`src/rtl/scan_decoder.sv`:
```
// rtl/scan_decoder.sv - registered N-to-2^N one-hot decoder with minterm mask and scan mode (optional DOWN_SCAN_EN adds dir)
module scan_decoder #(
   parameter int                 N         = 3,
   parameter int                 DWELL     = 1,
   parameter logic [(1<<N)-1:0]  MASK_INIT = '0
) (
   input  logic                 clk,
   input  logic                 rst,
   input  logic                 en,
   input  logic                 mode,
   input  logic [N-1:0]         w,
   input  logic                 load_mask,
   input  logic [(1<<N)-1:0]    mask_in,
`ifdef DOWN_SCAN_EN
   input  logic                 dir,
`endif
   output logic [(1<<N)-1:0]    y,
   output logic [N-1:0]         idx,
   output logic                 f,
   output logic                 wrap
);

   localparam int W  = 1 << N;
   localparam int CW = $clog2(DWELL) + 1;
   localparam logic [CW-1:0] DLAST   = CW'(DWELL - 1);
   localparam logic [N-1:0]  IDX_MAX = {N{1'b1}};

   typedef enum logic [1:0] {S_IDLE, S_DIRECT, S_SCAN} state_t;

   state_t          state;
   state_t          next_state;
   logic [W-1:0]    mask;
   logic [CW-1:0]   cnt;
   logic [CW-1:0]   cnt_cur;
   logic            step;
   logic [N-1:0]    idx_step;
   logic            wrap_hit;

   // Next state from en/mode priority; dwell progress only survives uninterrupted SCAN
   always_comb begin
      next_state = S_IDLE;
      if (!en)
         next_state = S_IDLE;
      else if (!mode)
         next_state = S_DIRECT;
      else
         next_state = S_SCAN;

      cnt_cur = (state == S_SCAN) ? cnt : '0;
      step    = (cnt_cur == DLAST);

`ifdef DOWN_SCAN_EN
      idx_step = dir ? (idx - N'(1)) : (idx + N'(1));
      wrap_hit = dir ? (idx == '0) : (idx == IDX_MAX);
`else
      idx_step = idx + N'(1);
      wrap_hit = (idx == IDX_MAX);
`endif
   end

   // State, index, one-hot, dwell counter, wrap pulse and mask register
   always_ff @(posedge clk or posedge rst) begin
      if (rst) begin
         state <= S_IDLE;
         mask  <= MASK_INIT;
         cnt   <= '0;
         idx   <= '0;
         y     <= '0;
         wrap  <= 1'b0;
      end else begin
         if (load_mask)
            mask <= mask_in;
         state <= next_state;
         case (next_state)
            S_DIRECT: begin
               idx  <= w;
               y    <= W'(1) << w;
               cnt  <= '0;
               wrap <= 1'b0;
            end
            S_SCAN: begin
               if (step) begin
                  idx  <= idx_step;
                  y    <= W'(1) << idx_step;
                  cnt  <= '0;
                  wrap <= wrap_hit;
               end else begin
                  y    <= W'(1) << idx;
                  cnt  <= cnt_cur + CW'(1);
                  wrap <= 1'b0;
               end
            end
            default: begin
               y    <= '0;
               cnt  <= '0;
               wrap <= 1'b0;
            end
         endcase
      end
   end

   // y and mask are registered together, so this AND-OR never sees a half-updated pair
   assign f = |(y & mask);

endmodule

```
`config.mk`:
```
export PLATFORM = sky130hd
export DESIGN_NAME = scan_decoder
export DESIGN_NICKNAME = d
export VERILOG_FILES = /design/src/rtl/scan_decoder.sv
export SDC_FILE = /design/constraint.sdc
export NUM_CORES = 1
export LEC_CHECK = 0
export CAP_MARGIN = 5
export CORE_ASPECT_RATIO = 0.7
export CORE_MARGIN = 10
export CORE_UTILIZATION = 44
export CTS_CLUSTER_DIAMETER = 200
export DETAILED_ROUTE_END_ITERATION = 8
export PLACE_DENSITY = 0.78
export SLEW_MARGIN = 20
export SYNTH_ARGS = -nofsm -noshare
export SYNTH_HDL_FRONTEND = slang
export SYNTH_SLANG_ARGS = --single-unit
```
`constraint.sdc`:
```
create_clock -name clk -period 2 [get_ports clk]
set_clock_uncertainty 0.1 [all_clocks]
set_input_delay 0.2 -clock clk [delete_from_list [all_inputs] [get_ports clk]]
set_output_delay 0.2 -clock clk [all_outputs]
set_load 0.02 [all_outputs]
```
# [Word-level counts from Yosys, hierarchy flattened]
# Cells that the tools add are included.
[totals] n_memories=0 latchBits=0 mem_bits_rw=0 output_inout_bits=13 input_bits=16 register_bits=23 wordCells=31 romBits=0
[op_classes] n_shift=3 multipliers=0 n_eq_ne=5 div=0 n_mux=11 add_sub_neg=2 reduce_logical=3 magnitude_cmp=0 bitwise=1
[ops] cell="left shift 1 x 3 -> 8 bit, first input constant" n=3
[ops] cell="one-hot mux 8 bit (2 select lines)" n=1
[ops] cell="bitwise AND 8 bit" n=1
[ops] cell="two-way mux 8 bit" n=1
[ops] cell="OR reduction 8 bit" n=1
[ops] cell="one-hot mux 3 bit (2 select lines)" n=1
[ops] cell="two-way mux 1 bit" n=5
[ops] cell="equality test 2 bit, second input constant" n=2
[ops] cell="two-way mux 2 bit" n=2
[ops] cell="adder 3 x 1 -> 3 bit, second input constant" n=1
[ops] cell="equality test 3 bit, second input constant" n=1
[ops] cell="two-way mux 3 bit" n=1
[ops] cell="equality test 2 x 1 -> 1 bit, second input constant" n=1
[ops] cell="inequality test 2 bit, second input constant" n=1
[ops] cell="AND reduction 2 bit" n=1
[ops] cell="nonzero test 2 bit" n=1
[ops] cell="adder 1 bit, second input constant" n=1

# [Logic depth before layout (Yosys ltp)]
# Gate-level depths: netlist (run 1).
[depth] word_depth=5 ltp_mapped=5 ltp_nobuf=5

# [Worst setup path after synthesis (run 1)]
# No wires, ideal clock.
[synth_timing] kind="reg-to-reg" from="register idx[0]" to="register idx[2]" path_buffers=0 setup_ps=119 synth_period_minus_slack_ps=1880 required_ps=1781 stages_incl_launch_ff=6 t_arrival_ps=1661 setup_slack_ps=120 cell_sequence="dfrtp_1 -> ha_1 -> ha_1 -> mux2_2 -> or2_2 -> o21a_1"
[synth_via] elab_chain_len=3
[synth_lines] element="start: declaration" line="18" rtl="output logic [N-1:0] idx,"
[synth_lines] element="start signal: assignment" line="76" rtl="idx <= w;"
[synth_lines] element="start signal: assignment" line="83" rtl="idx <= idx_step;"
[synth_lines] element="adder 3 x 1 -> 3 bit" line="56" rtl="idx_step = idx + N'(1);"
[synth_lines] element="two-way mux 3 bit" line="82" rtl="if (step) begin"
[synth_lines] element="one-hot mux 3 bit (2 select lines)" line="74" rtl="case (next_state)"
# No other way between the ends. The select of a mux whose other input is x is not followed.
# A chain may end at the register's enable or synchronous reset.

# [Worst setup path after layout (run 1)]
[layout_timing] from="register idx[1]" to="register idx[2]"
# The elaborated chain is that of the path after synthesis.

==> results.md, run 1 <==
* Status: finished clean
* Hold-fix buffers, CTS at 0
* Worst-path clk slew at 0.12 ns
* Post-synthesis sequential area ratio at 0.570
* WP data arrival at slightly below 2 ns
* Slew at the pin closest to its max-slew limit at 0.361 ns
* Sum of negative setup slack at 0 ns
* Crit Path Max Fanout at 3
* Diodes inserted at 0
* Synthesized area at about 880 um2
* DRC at 0
* Cells after Synth at 74
* Synth area leaders: dfrtp_1, mux2_2, nor2_1
* Die W at 73.4 um
* Fraction of layout cells with a size suffix above 1 at 0.198
* Routability cong. at 0.934
* Final core utilization at 0.664
* Initial antenna violation count at 0
* Post-CTS Setup Bufs at 0
* Avg Cell Area, Syn at 11.9 um2
* Crit. End Element: flop
* Post-DP HPWL at 1540 um
* CP top delay family: adder cells
* Hold violation count in the final report at 0
* Wire length per cell at 15.8 um
* Area share of the largest cell type after synthesis at 0.570
* Syn Nets at 92
* Switching part of the total at 0.261
* Switching power at roughly 0.27 mW
* Required @ worst endpoint at 2.11 ns
* Slowest cell on the critical path: dfrtp_1
* Total number of vias at 673
* Max VDD drop at 551 uV
* CTS tree: built
* Max incr delay on CP at 0.41 ns
* Core Box Area at 1870 um2
* FMAX at 0.551 GHz
* Setup Viol. Count Final at 0
* TritonRoute pass-1 iters at 4
* First-pass GRT wire length at 3420 um
* Vert. Die Dim at 57.4 um
* # fillers at 164
* Synth Register Bits at 20
* Post-layout min period at 1.81 ns
* Vias in the first global route at 725
* Worst Slack Setup Final at ~0.19 ns
* Setup Crit Path Kind: flop to flop
* Max Slew Vio Count at 0
* Worst path cell trace: ha_1, ha_1, mux2_2, or2_2, o21a_1
* Vias per cell at ~5.3
* DRT iter0 DRCs at 32
* Clock power share at 0.318
* Antenna Nets Post-Route at 0
* GRT Overall Usage at 0.101
* P&R area growth vs syn at 41.5%
* Initial Util at 0.470
* Max-Cap Viols at 0
* Die footprint at 4210 um2
* Hold Slack at a little under 0.1 ns
* PD cells at 849 nW/um2
* Root Driver: clkbuf_4
* Total Power Consumption at 1.05 mW
* Sequential power share at 0.440
* Clock net sink count at 20
* PortBufs at 28
* CP Buf/Inv Count at 0
* I/O pin count at 29
* Hold Crit Class: input port to async pin
* Crit share post-route at 0.907
* Ys Warns at 0
* Leakage at 0.569 nW
* Internal at between 0.7 and 0.8 mW
* Nets at 125
* Relative slew slack at 0.758
* Startpoint types: flop
* Row Count at 13
* Post-synth top area cell: dfrtp_1
* Total Wirelength at 2020 um
* Cts bufs inserted at 3
* Crit path top cell by count: ha_1
* Combinational share of power at 0.242
* H-tree depth at 1
* RSZ-0062 raised after global routing: no
* Clock buffer depth at 2
* Largest net degree at the start of global routing at 21
* GR Overflow Total at 0
* Worst skew pair latency at 0.31 ns
* Pre-CTS WS at 0.197 ns
* Synth unique cells at 22
* Post-CTS sizing at 0
flip-flops by register name, indices dropped and copies added, names as in the netlist:
name	count
mask	8
y	8
wrap	1
idx	3
metal layers:
metal,track usage,share of wire
met5,0,0
met4,0.0318,0.0094
met3,0.0587,0.11
met2,0.148,0.43
met1,0.122,0.45
power by group through the flow:
stage | clock [mW] | combinational (mW) | sequential (mW)
after global routing | 0.361 | 0.279 | 0.470
after CTS | 0.344 | 0.260 | 0.464
after floorplan | 0 | 0.113 | 0.497
after detailed placement | 0 | 0.258 | 0.472
final | 0.335 | 0.255 | 0.464
after global placement | 0 | 0.250 | 0.471
worst min-delay path, stage by stage:
cell and delay [ns]:
clkdlybuf4s50_1 0.40, inv_1 0.05, buf_4 0.25
cell usage in the layout (no fill, tap or decap), types with 2 or more instances in the layout:
master           count
clkdlybuf4s50_1     27
dfrtp_1             20
nor2_1              11
mux2_2               9
a22oi_1              5
inv_1                4
nand2_1              4
clkbuf_4             3
buf_4                3
nand3b_1             2
o21ai_0              2
o21a_1               2
ha_1                 2
final cells by class:
| cell class | instances | area, um2 | share of cell area |
|---|---|---|---|
| clock buffers | 3 | 22.5 | 0.0181 |
| clock inverters | 1 | 30.0 | 0.0242 |
| inverters | 4 | 15.0 | 0.0121 |
| multi-input cells | 47 | 342 | 0.275 |
| flip-flops and latches | 20 | 500 | 0.403 |
| well taps | 22 | 27.5 | 0.0222 |
| repair buffers | 31 | 305 | 0.246 |
cells by family (layout without fill, tap and decap cells):
group,after synthesis,after routing,synth area share
AO/OA/AOI/OAI,12,12,0.0926
AND/OR/NAND/NOR,23,23,0.135
multiplexers,10,10,0.132
buffers and inverters,7,39,0.0413
adder cells (fa/ha/maj),2,2,0.0285
flip-flops,20,20,0.570
stage by stage:
stage,cell area [um2],cells
after floorplan,878,74
after global placement,1190,124
after detailed placement,1190,124
after CTS,1240,128
after global routing,1240,128
final,1240,128
cells in the mapped netlist (all sizes together):
| master | number |
|---|---|
| a22oi | 5 |
| or2 | 2 |
| nand3b | 2 |
| o21ai | 2 |
| nand2 | 4 |
| buf | 3 |
| a21oi | 1 |
| a21o | 1 |
| inv | 4 |
| nor2 | 11 |
| nand4 | 1 |
| and3 | 1 |
| dfrtp | 20 |
| ha | 2 |
| mux2 | 10 |
| o21a | 2 |
| a31oi | 1 |
| and4 | 1 |
| and4b | 1 |
final timing paths:
path	startpoint	end	slack, ns	cells after the start
worst max-delay path	idx[1]	idx[2]	0.19	5
worst min-delay path	rst	mask[1]	0.1	3
worst max register to register	idx[1]	idx[2]	0.19	5
worst min register to register	mask[6]	mask[6]	0.42	1
max in group asynchronous	rst	y[3]	1.50	3
min in group clk	mask_in[2]	mask[2]	0.39	2
(Power assumes the default switching activity.)
==> run 2, diff against run 1 <==
--- a/config.mk
+++ b/config.mk
@@ -6,9 +6,11 @@
 export NUM_CORES = 1
 export LEC_CHECK = 0
 export CAP_MARGIN = 5
-export CORE_ASPECT_RATIO = 0.7
+export CELL_PAD_IN_SITES_DETAIL_PLACEMENT = 0
+export CELL_PAD_IN_SITES_GLOBAL_PLACEMENT = 1
+export CORE_ASPECT_RATIO = 1.2
 export CORE_MARGIN = 10
-export CORE_UTILIZATION = 44
+export CORE_UTILIZATION = 34
 export CTS_CLUSTER_DIAMETER = 200
 export DETAILED_ROUTE_END_ITERATION = 8
 export PLACE_DENSITY = 0.78
==> results.md, run 2 (synthesized netlist as in run 1, its figures left out) <==
* Clock net sink count at 20 (unchanged)
* Leakage at 0.548 nW (-3.8%)
* Antenna Nets Post-Route at 0 (unchanged)
* FMAX at 0.540 GHz (-2.1%)
* DRC at 0 (unchanged)
* Max Slew Vio Count at 0 (unchanged)
* Routability cong. at 0.742 (-21%)
* Most frequent cells in the layout: clkdlybuf4s50_1, dfrtp_1, nor2_1
* Largest net degree at the start of global routing at 21 (unchanged)
* Post-DP HPWL at 1530 um (-0.47%)
* Setup Crit Path Kind: flop to output pin
* Nets at 125 (unchanged)
* Post-layout min period at 1.85 ns (+0.0388 ns)
* Vert. Die Dim at 75.7 um (+32%)
* # fillers at 235 (+43%)
* Sum of negative setup slack at 0 ns (unchanged)
* Relative slew slack at 0.772 (+0.0136)
* Hold Slack at 0.113 ns (+0.0171 ns)
* RSZ-0062 raised after global routing: no
* CTS tree: built
* Hold Crit Class: input port to async pin
* Crit Path Max Fanout at 2 (-1)
* Die W at 66.4 um (-9.5%)
* Die footprint at 5030 um2 (+19%)
* Crit. End Element: output pin
* Biggest regs: mask (8), y (8), idx (3)
* R2r worst-path depth at 5 (unchanged)
* Hold violation count in the final report at 0 (unchanged)
* Diodes inserted at 0 (unchanged)
* Clock buffer depth at 2 (unchanged)
* Hold-fix buffers, CTS at 0 (unchanged)
* Initial antenna violation count at 0 (unchanged)
* Row Count at 20 (+7)
* Max VDD drop at 284 uV (-48%)
* GR Overflow Total at 0 (unchanged)
* I/O pin count at 29 (unchanged)
* Slew at the pin closest to its max-slew limit at 0.341 ns (-0.0203 ns)
* Post-CTS Setup Bufs at 0 (unchanged)
* Total number of vias at 635 (-5.6%)
* Core Box Area at 2500 um2 (+34%)
* TritonRoute pass-1 iters at 2 (-2)
* Cts bufs inserted at 3 (unchanged)
* Wire length per cell at 12.8 um (-19%)
* Commonest non-fill, non-tap cell in the layout: clkdlybuf4s50_1
* Initial Util at 0.351 (-0.119)
* Max-Cap Viols at 0 (unchanged)
* WP data arrival at 1.55 ns (-0.38 ns)
* H-tree depth at 1 (unchanged)
* GRT Overall Usage at 0.0790 (-0.0224)
* Fraction of layout cells with a size suffix above 1 at 0.198 (unchanged)
* PortBufs at 28 (unchanged)
* Root Driver: clkbuf_4
* Final core utilization at 0.495 (-0.170)
* Post-CTS sizing at 0 (unchanged)
* DRT iter0 DRCs at 14 (-56%)
* Status: finished clean
* Setup Viol. Count Final at 0 (unchanged)
* Vias in the first global route at 692 (-4.6%)
* Total Power Consumption at 0.931 mW (-12%)
* Worst-path clk slew at 0.10 ns (-0.02 ns)
* Required @ worst endpoint at 1.70 ns (-0.41 ns)
* Worst skew pair latency at 0.29 ns (-0.02 ns)
* Crit share post-route at 0.927 (+0.0194)
* PD cells at 753 nW/um2 (-11%)
* First-pass GRT wire length at 3080 um (-9.9%)
* Vias per cell at 4.57 (-13%)
* P&R area growth vs syn at 40.9%
* Startpoint types: flop
* Total Wirelength at 1780 um (-12%)
[run 2: cell count changes in the layout (fill, tap and decap cells not counted), sizes merged]
cell	before	now
bufinv	1	0
clkdlybuf4s50	27	28
clkbuf	3	4
dlymetal6s2s	1	0
[run 2: report_power, final]
| group | internal (mW) | switching, mW |
|---|---|---|
| Clock | 0.111 | 0.107 |
| Combinational | 0.136 | 0.114 |
| Sequential | 0.442 | 0.0223 |
| Total | 0.688 | 0.243 |
[run 2: path summary, 6_finish.rpt]
kind	start	endpoint	slack [ns]
worst max-delay path	y[3]	f	0.15
worst min-delay path	rst	y[2]	0.11
worst max register to register	idx[1]	idx[2]	0.20
worst min register to register	mask[3]	mask[3]	0.42
max in group asynchronous	rst	mask[3]	1.49
min in group clk	mask[3]	mask[3]	0.42
[run 2: routing by layer]
metal  track usage  share of wire  vias to the layer above
li1              -              -                      320
met1        0.0875           0.42                      291
met2         0.127           0.45                       22
met3        0.0324           0.12                        2
met4        0.0420          0.011                        0
met5             0              0                        -
[run 2: final cells by class]
cell class	instances	area [um2]	area share
Multi-Input combinational cell	47	342	0.276
Timing Repair Buffer	31	303	0.245
Inverter	4	15.0	0.0121
Tap cell	33	41.3	0.0334
Clock buffer	4	36.3	0.0293
Sequential cell	20	500	0.404
[run 2: worst max-delay path, stage by stage (launching register included)]
cell,delay (ns)
dfrtp_1,0.39
a22oi_1,0.21
nand4_1,0.11
clkdlybuf4s50_1,0.55
[run 2: metrics by stage]
step | worst slack (ns) | cell area (um2) | cells
after detailed placement | 0.190 | 1200 | 135
after floorplan | 0.120 | 878 | 74
after global routing | 0.0402 | 1240 | 139
after CTS | 0.109 | 1240 | 139
after global placement | 0.219 | 1200 | 135
final | 0.147 | 1240 | 139
==> run 3, diff against run 2 <==
--- a/config.mk
+++ b/config.mk
@@ -14,7 +14,6 @@
 export CTS_CLUSTER_DIAMETER = 200
 export DETAILED_ROUTE_END_ITERATION = 8
 export PLACE_DENSITY = 0.78
-export SLEW_MARGIN = 20
 export SYNTH_ARGS = -nofsm -noshare
 export SYNTH_HDL_FRONTEND = slang
 export SYNTH_SLANG_ARGS = --single-unit
==> results of run 3 <==
No change in the layout: final DEF, timing and power equal those of run 2.
